### src/rtl/des_key_schedule_seq_if.sv
// Handshake bundle between the DES key-schedule stage and its round-datapath consumer.
// Bit 1 is the MSB of pc1_key and subkey, matching FIPS 46-3 numbering.
interface des_key_schedule_seq_if;
    logic        start;
    logic        decrypt;
    logic [1:56] pc1_key;
    logic [1:48] subkey;
    logic        subkey_valid;
    logic        subkey_ready;
    logic [3:0]  round_idx;
    logic        busy;
    logic        done;

    modport master (
        output start, decrypt, pc1_key, subkey_ready,
        input  subkey, subkey_valid, round_idx, busy, done
    );

    modport slave (
        input  start, decrypt, pc1_key, subkey_ready,
        output subkey, subkey_valid, round_idx, busy, done
    );
endinterface

### src/rtl/des_key_schedule_seq.sv
// Sequential DES key schedule: rotates C/D halves per round and streams PC-2 subkeys
// over a valid/ready handshake, K1..K16 for encrypt and K16..K1 for decrypt.
module des_key_schedule_seq #(
    parameter int unsigned NUM_ROUNDS = 16
) (
    input  logic                  clk,
    input  logic                  rst_n,
    des_key_schedule_seq_if.slave bus
);
    typedef enum logic {IDLE, RUN} state_t;

    localparam logic [3:0] LAST = 4'(NUM_ROUNDS - 1);

    state_t      state;
    logic [1:28] c;
    logic [1:28] d;
    logic [3:0]  r;
    logic        dir;

    logic [1:56] cd;
    logic        xfer;
    logic        last;
    logic        single;

    // Rotation amount is 1 at r = 0, 7, 14 in both directions: encrypt walks LS[r+2],
    // decrypt walks LS[16-r], and those two index sets hit the 1-shift entries at the same r.
    function automatic logic [1:28] step(input logic [1:28] h, input logic right, input logic one);
        logic [1:28] res;
        case ({right, one})
            2'b01:   res = {h[2:28], h[1]};
            2'b00:   res = {h[3:28], h[1:2]};
            2'b11:   res = {h[28], h[1:27]};
            default: res = {h[27:28], h[1:26]};
        endcase
        return res;
    endfunction

    assign cd     = {c, d};
    assign xfer   = (state == RUN) && bus.subkey_ready;
    assign last   = (r == LAST);
    assign single = (r == 4'd0) || (r == 4'd7) || (r == 4'd14);

    always_ff @(posedge clk or negedge rst_n) begin
        if (!rst_n) begin
            state <= IDLE;
            c     <= '0;
            d     <= '0;
            r     <= '0;
            dir   <= 1'b0;
        end else begin
            case (state)
                IDLE: begin
                    if (bus.start) begin
                        dir   <= bus.decrypt;
                        r     <= '0;
                        state <= RUN;
                        if (bus.decrypt) begin
                            c <= bus.pc1_key[1:28];
                            d <= bus.pc1_key[29:56];
                        end else begin
                            c <= step(bus.pc1_key[1:28], 1'b0, 1'b1);
                            d <= step(bus.pc1_key[29:56], 1'b0, 1'b1);
                        end
                    end
                end
                RUN: begin
                    if (xfer) begin
                        if (last) begin
                            state <= IDLE;
                            r     <= '0;
                        end else begin
                            r <= r + 4'd1;
                            c <= step(c, dir, single);
                            d <= step(d, dir, single);
                        end
                    end
                end
                default: state <= IDLE;
            endcase
        end
    end

    assign bus.subkey = {
        cd[14], cd[17], cd[11], cd[24], cd[1],  cd[5],
        cd[3],  cd[28], cd[15], cd[6],  cd[21], cd[10],
        cd[23], cd[19], cd[12], cd[4],  cd[26], cd[8],
        cd[16], cd[7],  cd[27], cd[20], cd[13], cd[2],
        cd[41], cd[52], cd[31], cd[37], cd[47], cd[55],
        cd[30], cd[40], cd[51], cd[45], cd[33], cd[48],
        cd[44], cd[49], cd[39], cd[56], cd[34], cd[53],
        cd[46], cd[42], cd[50], cd[36], cd[29], cd[32]
    };

    assign bus.subkey_valid = (state == RUN);
    assign bus.busy         = (state == RUN);
    assign bus.round_idx    = r;
    assign bus.done         = xfer && last;
endmodule

### src/flat_wrapper.sv
// flat-port wrapper written by rule: the top's interface ports become plain ports
module des_key_schedule_seq_flat 
#(
    parameter int unsigned NUM_ROUNDS = 16
)
  (clk, rst_n, bus_start, bus_decrypt, bus_pc1_key, bus_subkey_ready, bus_subkey, bus_subkey_valid, bus_round_idx, bus_busy, bus_done);
  des_key_schedule_seq_if bus_i ();
  input  logic clk;
  input  logic rst_n;
  input wire logic [$bits(bus_i.start)-1:0] bus_start;
  input wire logic [$bits(bus_i.decrypt)-1:0] bus_decrypt;
  input wire logic [$bits(bus_i.pc1_key)-1:0] bus_pc1_key;
  input wire logic [$bits(bus_i.subkey_ready)-1:0] bus_subkey_ready;
  output wire logic [$bits(bus_i.subkey)-1:0] bus_subkey;
  output wire logic [$bits(bus_i.subkey_valid)-1:0] bus_subkey_valid;
  output wire logic [$bits(bus_i.round_idx)-1:0] bus_round_idx;
  output wire logic [$bits(bus_i.busy)-1:0] bus_busy;
  output wire logic [$bits(bus_i.done)-1:0] bus_done;
  assign bus_i.start = bus_start;
  assign bus_i.decrypt = bus_decrypt;
  assign bus_i.pc1_key = bus_pc1_key;
  assign bus_i.subkey_ready = bus_subkey_ready;
  assign bus_subkey = bus_i.subkey;
  assign bus_subkey_valid = bus_i.subkey_valid;
  assign bus_round_idx = bus_i.round_idx;
  assign bus_busy = bus_i.busy;
  assign bus_done = bus_i.done;
  des_key_schedule_seq #(.NUM_ROUNDS(NUM_ROUNDS)) u_core (.clk(clk), .rst_n(rst_n), .bus(bus_i));
endmodule
### config.mk
export PLATFORM = sky130hd
export DESIGN_NAME = des_key_schedule_seq_flat
export DESIGN_NICKNAME = d
export VERILOG_FILES = /design/src/rtl/des_key_schedule_seq_if.sv /design/src/rtl/des_key_schedule_seq.sv /design/src/flat_wrapper.sv
export SDC_FILE = /design/constraint.sdc
export NUM_CORES = 1
export LEC_CHECK = 0
export CORE_MARGIN = 10
export CORE_UTILIZATION = 65
export CTS_CLUSTER_SIZE = 12
export DETAILED_ROUTE_END_ITERATION = 10
export DONT_BUFFER_PORTS = 1
export GPL_ROUTABILITY_DRIVEN = 0
export PLACE_DENSITY_LB_ADDON = 0.05
export SYNTH_ARGS = -nofsm -noshare
export SYNTH_HDL_FRONTEND = slang
export SYNTH_SLANG_ARGS = --single-unit
### constraint.sdc
create_clock -name clk -period 6.3 [get_ports clk]
set_input_delay 1.89 -clock clk [delete_from_list [all_inputs] [get_ports clk]]
set_output_delay 1.89 -clock clk [all_outputs]
set_load 0.02 [all_outputs]
==> metrics.txt <==
outcome=finished, final reports clean; CP max stage cell=nor2_1; Layout fillers=around 800; fraction of registers with async set/reset=1.00; share of layout cells above drive strength 1=0.0825; min-delay worst type=reg -> reg; dominant synthesized flop cell=dfrtp_1; Ys Warns=0; crit-path max cell delay=about 0.41 ns; Total Neg Setup Slack=0 ns; adder-cell area share of the yosys netlist=0.00649; Remaining Overflow, GRT=0; Avg Cell Area, Syn=between 8 and 9 sq um; initial core utilization=0.666; crit path from=bus_subkey_ready; wirelength, routed=approximately 18000 um; crit path capture type=primary output; Resized cells post-CTS=0; footprint of the multi-input gates=between 3000 and 4000 sq um; Worst IR Drop VDD=0.000543 V; # Post-CTS Setup Buffers=0; CP top delay family=simple AND/OR/NAND/NOR gates; clock skew=around 0.011 ns; initial DRC count=543; detailed-route vias per instance=7.50; crit-path cells=nand2_1, nor2_1; Rows=34; Sw Pwr=1.60 mW; first drt pass iteration count=5; r2r setup slk=2.69 ns; critical path type=in -> out; commonest non-fill, non-tap cells in the layout=mux2i_1 (95), dfrtp_1 (62), a21oi_1 (41), nor2_1 (38), nor3_1 (35); Post-Syn Area=slightly below 6000 sq um; worst-case clock buffer depth=2; WHS=0.572 ns; CTS buffer count=9; fin nets=629; Worst EP required=~4.4 ns; Buf+Inv Stages, Crit Path=0; ant diodes=0; initial antenna violation count=0; fin cells=between 600 and 700; RSZ-0062 raised after global routing=false; final worst path period share=0.687; Worst-path clk slew=roughly 0.080 ns; post-synthesis mux area share=0.204; Final Hold Viols=0; Via Count=just over 5000; maximum clock frequency=about 0.23 GHz; Worst setup SP type=input pin; port bufs=0; most common cell after layout, fill and taps aside=mux2i_1; Die ar.=roughly 13000 sq um; cell count after synthesis=~650; Flop pwr share=0.368; DIE WIDTH=114 um; Final Setup Violations=0; Max Slew Vio Count=0; DP Wirelength=between 10000 and 15000 um; sequential cell area=approximately 1600 sq um; top cells by area, synth=dfrtp_1 (27%), mux2i_1 (16%), buf_4 (6.8%), a211oi_1 (4.2%), a21oi_1 (3.6%); H-tree levels=3; clock latency on the worst-skew pair=around 0.36 ns; max cap viols=0; P&R area growth vs syn=-3.59%; internal cell power=1.53 mW; gr usage total=0.267; largest family of logic cells by synthesized area=compound AO/OA/AOI/OAI gates; switching share of total power=0.511; remaining routing DRC violations=0; leading area contributor after synthesis=dfrtp_1; XOR/XNOR share of the synthesized area=0.00152; core area=between 8000 and 9000 sq um; Post-synth EDFFs=0; Vert. Die Dim=between 100 and 150 um; dpl ws=1.98 ns; share of the synthesized area in the top cell type=0.268; vias in the first global route=~5000; clock power share=0.154; simple-gate share of the synthesized area=0.133; actual slew at the worst max-slew pin=about 1.3 ns; Ports=~120; hold_buf cts=0; CTS tree=done; Seq/Total Area, Yosys=0.268; Gate power share=0.479; Netlist cell types=between 50 and 60; PnR worst setup slack=between 1.5 and 2 ns; power per cell area=561 nW/um^2; leakage power=approximately 2.4 nW; crit-path max FO=7; post-route minimum period=about 4.3 ns; R2R Path Start=u_core.bus.round_idx[0]; DRT antenna net count=0; # clock sinks=62; synthesized flop and latch total=62; placed cells=between 600 and 700; hold_sp=u_core.c[25]; drt wl/cell=about 26 um; WP data arrival=between 2 and 2.5 ns; syn_nets=715; Root Buffer=clkbuf_8; Slew HR=0.157; first-pass GRT wire length=about 28000 um; complex-gate fraction of the synthesized area=0.260; largest net degree at the start of global routing=between 60 and 70
metal layers:
| layer | routed length [um] | vias to the layer above | global-route usage |
|---|---|---|---|
| met5 | 0 | - | 0 |
| met4 | 527 | 0 | 0.100 |
| met3 | 2130 | 39 | 0.0896 |
| met2 | 8420 | 305 | 0.415 |
| met1 | 6870 | 2464 | 0.337 |
| li1 | - | 2278 | - |
power groups by stage:
stage / Sequential [mW] / Clock (mW) / Combinational, mW
2_1_floorplan: 0.792 / 0 / 1.69
3_3_place_gp: 1.14 / 0 / 1.45
3_5_place_dp: 1.15 / 0 / 1.47
4_1_cts: 1.14 / 0.481 / 1.47
5_1_grt: 1.19 / 0.499 / 1.62
6_report: 1.15 / 0.481 / 1.50
flip-flops by register name (all words and copies together), names as in the netlist:
register              flops
u_core.bus.round_idx      4
u_core.c                 28
u_core.dir                1
u_core.d                 28
u_core.bus.busy           1
cell type report:
cell class                 instances  share of cell area
tap                              108              0.0243
sequential                        62               0.278
multi-input combinational        471               0.628
clock inverter                     6              0.0240
clock buffer                      10              0.0229
inverter                           9             0.00606
timing repair buffer              12              0.0162
synthesized netlist by cell type, types with 5 or more instances:
cell type / instances
mux2i_1: 95
dfrtp_1: 62
buf_4: 52
a21oi_1: 42
nor2_1: 38
nor3_1: 35
a211oi_1: 32
clkbuf_1: 30
nand2_1: 25
o211ai_1: 20
and3_1: 19
o21ai_0: 18
o211a_1: 15
buf_2: 14
o31ai_1: 14
nand2b_1: 10
o221ai_1: 10
a2111oi_0: 9
buf_6: 9
inv_1: 8
nand3_1: 8
a31oi_1: 7
mux4_2: 7
a221oi_1: 6
o2bb2ai_1: 6
a221o_1: 5
a311oi_1: 5
logic make-up after synthesis:
| family | count (synthesis) |
|---|---|
| adder cells (fa/ha/maj) | 3 |
| flip-flops | 62 |
| buffers and inverters | 118 |
| AND/OR/NAND/NOR | 153 |
| multiplexers | 107 |
| AO/OA/AOI/OAI | 207 |
| XOR/XNOR | 1 |
stage by stage:
stage	total power [mW]	utilization	instance area (sq um)
2_1_floorplan	2.49	-	5780
3_3_place_gp	2.59	0.612	5310
3_5_place_dp	2.62	0.612	5310
4_1_cts	3.10	0.642	5570
5_1_grt	3.31	0.642	5570
6_report	3.13	0.642	5570
final timing paths:
kind | depth (start not counted) | to
setup / recovery | 2 | bus_done
hold / removal | 2 | u_core.c[25]
setup reg to reg | 7 | u_core.c[7]
hold reg to reg | 2 | u_core.c[25]
max in group asynchronous | 0 | u_core.d[22]
min in group asynchronous | 0 | u_core.d[18]
No activity file was read; power rests on OpenSTA's default activity.
